==> config.mk <==
export PLATFORM = sky130hd
export DESIGN_NAME = dfe_cfg_sequencer
export DESIGN_NICKNAME = d
export VERILOG_FILES = /design/src/rtl/dfe_cfg_pkg.sv /design/src/rtl/dfe_coef_bank.sv /design/src/rtl/dfe_cfg_sequencer.sv
export SDC_FILE = /design/constraint.sdc
export NUM_CORES = 1
export LEC_CHECK = 0
export ABC_CLOCK_PERIOD_IN_PS = 2400
export BUFFER_PORTS_ARGS = -buffer_cell sky130_fd_sc_hd__clkbuf_2
export CORE_UTILIZATION = 55
export CTS_BUF_LIST = sky130_fd_sc_hd__clkbuf_16
export DETAILED_ROUTE_END_ITERATION = 8
export PLACE_DENSITY_LB_ADDON = 0.3
export RECOVER_POWER = 50
export REMOVE_ABC_BUFFERS = 1
export SETUP_SLACK_MARGIN = 0.4
export SLEW_MARGIN = 10
export SYNTH_ARGS = -nofsm -noshare
export SYNTH_HDL_FRONTEND = slang
export SYNTH_SLANG_ARGS = --single-unit
export TNS_END_PERCENT = 50
==> constraint.sdc <==
create_clock -name CLK -period 2.4 [get_ports CLK]
set_input_delay 0.36 -clock CLK [delete_from_list [all_inputs] [get_ports CLK]]
set_output_delay 0.36 -clock CLK [all_outputs]
set_load 0.05 [all_outputs]
==> src/rtl/dfe_cfg_pkg.sv <==
// Shared definitions for the DFE configuration sequencer: register map,
// reset coefficient values, FSM state encoding and decim_sel limit.
package dfe_cfg_pkg;

    localparam int unsigned NUM_COEF = 10;
    localparam int unsigned ADDR_W   = 4;
    localparam int unsigned CNT_W    = 8;

    // Register map
    localparam logic [ADDR_W-1:0] ADDR_BQ0_A1 = 4'd0;
    localparam logic [ADDR_W-1:0] ADDR_BQ0_A2 = 4'd1;
    localparam logic [ADDR_W-1:0] ADDR_BQ0_B0 = 4'd2;
    localparam logic [ADDR_W-1:0] ADDR_BQ0_B1 = 4'd3;
    localparam logic [ADDR_W-1:0] ADDR_BQ0_B2 = 4'd4;
    localparam logic [ADDR_W-1:0] ADDR_BQ1_A1 = 4'd5;
    localparam logic [ADDR_W-1:0] ADDR_BQ1_A2 = 4'd6;
    localparam logic [ADDR_W-1:0] ADDR_BQ1_B0 = 4'd7;
    localparam logic [ADDR_W-1:0] ADDR_BQ1_B1 = 4'd8;
    localparam logic [ADDR_W-1:0] ADDR_BQ1_B2 = 4'd9;
    localparam logic [ADDR_W-1:0] ADDR_DECIM  = 4'd10;

    localparam logic [2:0] DECIM_MAX = 3'd4;

    // Reset coefficients (16-bit Q-format words)
    localparam logic [15:0] RST_BQ0_A1 = 16'hC1EC;
    localparam logic [15:0] RST_BQ0_A2 = 16'h3C38;
    localparam logic [15:0] RST_BQ0_B0 = 16'h4000;
    localparam logic [15:0] RST_BQ0_B1 = 16'hC000;
    localparam logic [15:0] RST_BQ0_B2 = 16'h4000;
    localparam logic [15:0] RST_BQ1_A1 = 16'h6473;
    localparam logic [15:0] RST_BQ1_A2 = 16'h3C38;
    localparam logic [15:0] RST_BQ1_B0 = 16'h4000;
    localparam logic [15:0] RST_BQ1_B1 = 16'h678E;
    localparam logic [15:0] RST_BQ1_B2 = 16'h4000;
    localparam logic [2:0]  RST_DECIM  = 3'd0;

    typedef enum logic [1:0] {
        ST_IDLE   = 2'd0,
        ST_ARMED  = 2'd1,
        ST_SETTLE = 2'd2
    } state_e;

    // Reset value of coefficient slot idx (slot order matches the address map)
    function automatic logic [15:0] coef_rst(input int unsigned idx);
        logic [15:0] v;
        case (idx)
            0:       v = RST_BQ0_A1;
            1:       v = RST_BQ0_A2;
            2:       v = RST_BQ0_B0;
            3:       v = RST_BQ0_B1;
            4:       v = RST_BQ0_B2;
            5:       v = RST_BQ1_A1;
            6:       v = RST_BQ1_A2;
            7:       v = RST_BQ1_B0;
            8:       v = RST_BQ1_B1;
            9:       v = RST_BQ1_B2;
            default: v = 16'h0000;
        endcase
        return v;
    endfunction

    // A write is rejected for unmapped addresses or an out-of-range decim_sel
    function automatic logic wr_illegal(input logic [ADDR_W-1:0] addr,
                                        input logic [2:0]        dsel);
        return (addr > ADDR_DECIM) || ((addr == ADDR_DECIM) && (dsel > DECIM_MAX));
    endfunction

endpackage

==> src/rtl/dfe_coef_bank.sv <==
// Shadow and active coefficient storage.
// Ports: clk/rst_n; wr_en_i/wr_addr_i/wr_data_i shadow write port;
// load_i copies shadow (including a same-edge write) into active;
// wr_err_c_o flags a rejected write this cycle; bq*_coef_o/decim_sel_o
// are driven from the active bank only.
module dfe_coef_bank
    import dfe_cfg_pkg::*;
#(
    parameter int unsigned DATA_WIDTH = 16
) (
    input  logic                    clk,
    input  logic                    rst_n,
    input  logic                    wr_en_i,
    input  logic [ADDR_W-1:0]       wr_addr_i,
    input  logic [DATA_WIDTH-1:0]   wr_data_i,
    input  logic                    load_i,
    output logic                    wr_err_c_o,
    output logic [5*DATA_WIDTH-1:0] bq0_coef_o,
    output logic [5*DATA_WIDTH-1:0] bq1_coef_o,
    output logic [2:0]              decim_sel_o
);

    logic [DATA_WIDTH-1:0] shadow_q [NUM_COEF];
    logic [DATA_WIDTH-1:0] shadow_d [NUM_COEF];
    logic [DATA_WIDTH-1:0] active_q [NUM_COEF];
    logic [2:0]            dsel_shadow_q;
    logic [2:0]            dsel_shadow_d;
    logic [2:0]            dsel_active_q;
    logic                  wr_err_c;

    // Shadow next-state: apply a legal write, flag an illegal one
    always_comb begin
        shadow_d      = shadow_q;
        dsel_shadow_d = dsel_shadow_q;
        wr_err_c      = 1'b0;
        if (wr_en_i) begin
            if (wr_illegal(wr_addr_i, wr_data_i[2:0])) begin
                wr_err_c = 1'b1;
            end else begin
                case (wr_addr_i)
                    ADDR_BQ0_A1: shadow_d[0] = wr_data_i;
                    ADDR_BQ0_A2: shadow_d[1] = wr_data_i;
                    ADDR_BQ0_B0: shadow_d[2] = wr_data_i;
                    ADDR_BQ0_B1: shadow_d[3] = wr_data_i;
                    ADDR_BQ0_B2: shadow_d[4] = wr_data_i;
                    ADDR_BQ1_A1: shadow_d[5] = wr_data_i;
                    ADDR_BQ1_A2: shadow_d[6] = wr_data_i;
                    ADDR_BQ1_B0: shadow_d[7] = wr_data_i;
                    ADDR_BQ1_B1: shadow_d[8] = wr_data_i;
                    ADDR_BQ1_B2: shadow_d[9] = wr_data_i;
                    ADDR_DECIM:  dsel_shadow_d = wr_data_i[2:0];
                    default: ;
                endcase
            end
        end
    end

    // Bank registers; active loads the post-write shadow so a write on the swap edge is included
    always_ff @(posedge clk or negedge rst_n) begin
        if (!rst_n) begin
            for (int unsigned i = 0; i < NUM_COEF; i++) begin
                shadow_q[i] <= DATA_WIDTH'(coef_rst(i));
                active_q[i] <= DATA_WIDTH'(coef_rst(i));
            end
            dsel_shadow_q <= RST_DECIM;
            dsel_active_q <= RST_DECIM;
        end else begin
            shadow_q      <= shadow_d;
            dsel_shadow_q <= dsel_shadow_d;
            if (load_i) begin
                active_q      <= shadow_d;
                dsel_active_q <= dsel_shadow_d;
            end
        end
    end

    assign wr_err_c_o  = wr_err_c;
    assign bq0_coef_o  = {active_q[4], active_q[3], active_q[2], active_q[1], active_q[0]};
    assign bq1_coef_o  = {active_q[9], active_q[8], active_q[7], active_q[6], active_q[5]};
    assign decim_sel_o = dsel_active_q;

endmodule

==> src/rtl/dfe_cfg_sequencer.sv <==
// DFE configuration sequencer: shadow writes, commit-armed bank swap on a
// sample boundary, then a muted settle window of SETTLE_SAMPLES strobes.
// Ports: CLK, RST (async active-low); cfg_wr_en/cfg_addr/cfg_wdata shadow
// write; cfg_commit arms a swap; sample_valid marks sample boundaries;
// bq0_coef/bq1_coef/decim_sel active config; mute, busy, sticky cfg_err.
module dfe_cfg_sequencer
    import dfe_cfg_pkg::*;
#(
    parameter int unsigned DATA_WIDTH     = 16,
    parameter int unsigned SETTLE_SAMPLES = 16
) (
    input  logic                    CLK,
    input  logic                    RST,
    input  logic                    cfg_wr_en,
    input  logic [ADDR_W-1:0]       cfg_addr,
    input  logic [DATA_WIDTH-1:0]   cfg_wdata,
    input  logic                    cfg_commit,
    input  logic                    sample_valid,
    output logic [5*DATA_WIDTH-1:0] bq0_coef,
    output logic [5*DATA_WIDTH-1:0] bq1_coef,
    output logic [2:0]              decim_sel,
    output logic                    mute,
    output logic                    busy,
    output logic                    cfg_err
);

    localparam logic [CNT_W-1:0] CNT_LAST = CNT_W'(SETTLE_SAMPLES - 1);

    state_e           state_q, state_d;
    logic [CNT_W-1:0] cnt_q, cnt_d;
    logic             mute_q, mute_d;
    logic             busy_q, busy_d;
    logic             err_q, err_d;
    logic             load_c;
    logic             wr_err_c;

    dfe_coef_bank #(
        .DATA_WIDTH (DATA_WIDTH)
    ) u_bank (
        .clk         (CLK),
        .rst_n       (RST),
        .wr_en_i     (cfg_wr_en),
        .wr_addr_i   (cfg_addr),
        .wr_data_i   (cfg_wdata),
        .load_i      (load_c),
        .wr_err_c_o  (wr_err_c),
        .bq0_coef_o  (bq0_coef),
        .bq1_coef_o  (bq1_coef),
        .decim_sel_o (decim_sel)
    );

    // Next-state, swap strobe and registered-output next values
    always_comb begin
        state_d = state_q;
        cnt_d   = cnt_q;
        err_d   = err_q | wr_err_c;
        load_c  = 1'b0;
        case (state_q)
            ST_IDLE: begin
                if (cfg_commit) begin
                    state_d = ST_ARMED;
                end
            end
            ST_ARMED: begin
                if (cfg_commit) begin
                    err_d = 1'b1;
                end
                if (sample_valid) begin
                    load_c  = 1'b1;
                    state_d = ST_SETTLE;
                    cnt_d   = '0;
                end
            end
            ST_SETTLE: begin
                if (cfg_commit) begin
                    err_d = 1'b1;
                end
                if (sample_valid) begin
                    if (cnt_q == CNT_LAST) begin
                        state_d = ST_IDLE;
                        cnt_d   = '0;
                    end else begin
                        cnt_d = cnt_q + CNT_W'(1);
                    end
                end
            end
            default: begin
                state_d = ST_IDLE;
                cnt_d   = '0;
            end
        endcase
        mute_d = (state_d == ST_SETTLE);
        busy_d = (state_d != ST_IDLE);
    end

    // State and output registers
    always_ff @(posedge CLK or negedge RST) begin
        if (!RST) begin
            state_q <= ST_IDLE;
            cnt_q   <= '0;
            mute_q  <= 1'b0;
            busy_q  <= 1'b0;
            err_q   <= 1'b0;
        end else begin
            state_q <= state_d;
            cnt_q   <= cnt_d;
            mute_q  <= mute_d;
            busy_q  <= busy_d;
            err_q   <= err_d;
        end
    end

    assign mute    = mute_q;
    assign busy    = busy_q;
    assign cfg_err = err_q;

endmodule
==> qor.tcl <==
set qor(timing.max_slew.rel_slack_pct) 22.7
set qor(timing_worst_setup_path_type) {primary input to flop}
set qor(worst_setup_hold_path_clk_slew_ns) 0.06
set qor(drive_above_1_share_pct) 55.3
set qor(die_w_um) 156
set qor(track_usage_pct) 22.1
set qor(intPower_mw) 14.3
set qor(critical_path.n_buffers_inverters) 2
set qor(cts_max_path_buffers) 3
set qor(first_global_vias) 7293
set qor(cts_tree) {built}
set qor(nFillCells) 1728
set qor(crit_chain) {clkbuf_1, nand3b_1, nor2_1, clkbuf_1, mux2_1, mux2_2}
set qor(number_of_antenna_violations_at_the_first_check_in_global_routing) 0
set qor(setup_viol_count_final) 0
set qor(async_flop_share_pct) 100
set qor(irDropWorstVdd_mv) 1.16
set qor(avgSynthCellArea_um2) 16.3
set qor(final_min_period_over_clock_period_pct) 81.8
set qor(placed_cells_incl_taps) 1287
set qor(holdCritPathClass) {primary input to flop}
set qor(synth_top_cells_by_count) {sky130_fd_sc_hd__dfrtp_1 (249), sky130_fd_sc_hd__mux2_2 (226), sky130_fd_sc_hd__dfstp_2 (90), sky130_fd_sc_hd__mux2_1 (64), sky130_fd_sc_hd__mux2_4 (30)}
set qor(number_of_cells_in_the_finished_layout_apart_from_fillers) 1352
set qor(sink_count_of_the_clock_tree) 339
set qor(fp-row-count) 56
set qor(route.detailed.drc) 0
set qor(power.switching_mw) 9.76
set qor(io_buffer_count) 190
set qor(detail_route.vias_per_cell) 5.31
set qor(detail_route.wl_per_cell_um) 19.4
set qor(synth_largest_type_area_fraction_pct) 47.5
set qor(powerDensity_nw_per_um2) 1540
set qor(switching_share_pct) 40.6
set qor(power.static_leakage_nw) 7.26
set qor(path_delay_family) {buffers and inverters}
set qor(critical_path.reg2reg.endpoint) {u_bank.bq0_coef_o[40]}
set qor(gpl.final_weighted_congestion) 0.817
set qor(syn_inst) 805
set qor(critical_path.reg2reg.startpoint) {state_q[1]}
set qor(crit_fanout) 10
set qor(ys_warn_count) 0
set qor(antenna_cells_inserted) 0
set qor(area_enclosed_by_the_die_boundary_um2) 24500
set qor(placeable_core_region_um2) 23400
set qor(seqPwrFrac_pct) 37.4
set qor(whs_path_depth) 3
set qor(clk-insertion-delay-late_ns) 0.50
set qor(dominantRegCellSynth) {sky130_fd_sc_hd__dfrtp_1}
set qor(area_growth_from_synthesis_to_layout_pct) 19.3
set qor(io_pins) 191
set qor(worst_path_most_repeated_cell) {sky130_fd_sc_hd__clkbuf_1}
set qor(netlist_area_um2) 13100
set qor(synth-seq-cells) 339
set qor(wl_mm) 26.2
set qor(hold-path-endpoint) {cfg_err}
set qor(synth.most_common_cell) {sky130_fd_sc_hd__dfrtp_1}
set qor(finalNetCount) 1036
set qor(timing.hold.worst.start) {cfg_commit}
set qor(start_util_pct) 56.0
set qor(h_tree_depth) 2
set qor(post-dp-hpwl_mm) 16.8
set qor(synth_enable_flop_cells) 0
set qor(die_height_um) 156
set qor(worst_ep_arrival_time_ns) 2.34
set qor(num_vias) 7181
set qor(combinationalPowerShare_pct) 39.6
set qor(synth_largest_area_cell) {sky130_fd_sc_hd__dfrtp_1}
set qor(worst_clock_skew_ns) 0.0187
set qor(run_status) {finished clean}
set qor(critPathRequiredTime_ns) 2.78
set qor(initialDrtViolationCount) 265
set qor(clock_tree.root_cell) {sky130_fd_sc_hd__clkbuf_16}
set qor(p_clk_share_pct) 23.1
set qor(r2r_slack_ns) 0.47
set qor(drt_first_pass_iters) 4
set qor(critPathMaxStageDelay_ns) 0.74
set qor(ant_nets) 0
set qor(cap_violations) 0
set qor(critical-path-slowest-cell) {sky130_fd_sc_hd__clkbuf_1}
set qor(grt_pass1_wl_mm) 41.3
set qor(layout_min_cycle_time_ns) 1.96
set qor(grt_setup_unrepaired) {true}
set qor(ys_top_cells_by_area) {sky130_fd_sc_hd__dfrtp_1 (48%), sky130_fd_sc_hd__mux2_2 (19%), sky130_fd_sc_hd__dfstp_2 (18%), sky130_fd_sc_hd__mux2_1 (5.5%), sky130_fd_sc_hd__mux2_4 (3.4%)}
set qor(slew_viol_final) 0
set qor(grt_max_degree) 82
set qor(timing.final.hold_violations) 0
set qor(cts_made_buffers) 35
set qor(grt_overflow) 0
set qor(max_freq_mhz) 509
set qor(yosys.cell_types.count) 40
set qor(proportion_of_synthesized_chip_area_in_sequential_cells_pct) 65.6
set qor(timing.critical_path.from_type) {primary input}
set qor(power.total_mw) 24.1
set qor(tightest_slew_ns) 1.16
set qor(reg2regPathDepth) 5
set qor(endpoint_class_of_the_critical_path) {flop}
-- how the worst max path moves through the flow --
stage                            end  cells past startpoint   startpoint
5_1_grt          u_bank.shadow_q[16]                      3          RST
2_1_floorplan  u_bank.bq0_coef_o[14]                      4   state_q[1]
3_5_place_dp   u_bank.bq0_coef_o[23]                      6  cfg_addr[1]
4_1_cts                     cnt_q[7]                      7   state_q[0]
3_3_place_gp   u_bank.bq0_coef_o[24]                      6  cfg_addr[1]
6_report       u_bank.bq1_coef_o[12]                      6    cfg_wr_en
-- cell families (layout without fill, tap and decap cells) --
family	count (synthesis)	in the layout	synth area share, %
fa+ha+maj	5	5	0.477
xor+xnor	5	5	0.334
flops	339	339	65.6
compound gates	21	21	1.04
mux	320	320	28.4
buf+inv	54	282	1.82
simple gates	61	61	2.39
-- flip-flops by register name, summed over array words and instances (netlist names) --
signal / flops
u_bank.shadow_q: 160
cfg_err: 1
u_bank.bq1_coef_o: 80
cnt_q: 8
busy: 1
state_q: 2
u_bank.bq0_coef_o: 80
mute: 1
u_bank.decim_sel_o: 3
u_bank.dsel_shadow_q: 3
-- cell type report --
| type | count | area (um2) | area share [%] |
|---|---|---|---|
| repair buffers | 214 | 1190 | 7.60 |
| flip-flops and latches | 339 | 8600 | 55.0 |
| inverters | 4 | 15.0 | 0.0961 |
| well taps | 319 | 399 | 2.55 |
| clock buffers | 35 | 876 | 5.60 |
| multi-input cells | 412 | 4240 | 27.1 |
| clock inverters | 29 | 314 | 2.01 |
-- power by group through the flow --
stage / Clock, mW / Combinational (mW) / Sequential [mW]
2_1_floorplan: 0 / 2.92 / 13.6
3_3_place_gp: 0 / 9.49 / 9.01
3_5_place_dp: 0 / 9.63 / 9.09
4_1_cts: 5.70 / 9.66 / 9.02
5_1_grt: 5.89 / 10.0 / 9.23
6_report: 5.55 / 9.52 / 9.00
-- worst min-delay path, delay by kind of cell --
family,cells,cell delay [ns]
buffers and inverters,1,0.11
AO/OA/AOI/OAI,2,0.12
-- timing repair --
item / 4_1_cts / 5_1_grt
hold buffers: 1 / 0
hold endpoints to repair: 36 / 0
endpoints found under the setup margin: 5 / 68
gates resized for setup: 1 / 2
setup buffers: 0 / 0
-- metal layers --
| layer | wire (um) | global-route usage, % | share of wire, % | up-vias |
|---|---|---|---|---|
| met5 | 0 | 0 | 0 | - |
| met1 | 11800 | 30.4 | 45 | 3735 |
| met3 | 1650 | 6.20 | 6.3 | 39 |
| met4 | 446 | 5.70 | 1.7 | 0 |
| met2 | 12300 | 34.7 | 47 | 167 |
| li1 | - | - | - | 3240 |
-- stage by stage --
step                util [%]  hold slack [ns]  area (um2)  TNS (ns)  worst slack [ns]
floorplan                  -           0.0644       12900   -440.38             -2.76
global placement        62.2            0.320       14600         0             0.352
detailed placement      62.2            0.325       14600         0             0.328
CTS                     67.3            0.102       15800         0             0.479
global route            66.8            0.118       15600         0             0.281
finish                  66.8            0.119       15600         0             0.437
-- layout by cell type (no fill, tap or decap), types with 10 or more instances in the layout --
cell	n
sky130_fd_sc_hd__clkbuf_2	189
sky130_fd_sc_hd__clkbuf_1	10
sky130_fd_sc_hd__mux2_2	201
sky130_fd_sc_hd__dfrtp_1	249
sky130_fd_sc_hd__clkbuf_16	35
sky130_fd_sc_hd__dfstp_2	90
sky130_fd_sc_hd__nand2_1	15
sky130_fd_sc_hd__mux2_1	98
sky130_fd_sc_hd__mux2_4	21
sky130_fd_sc_hd__nor2_1	17
sky130_fd_sc_hd__inv_1	14
No activity file was read; power rests on OpenSTA's default activity.
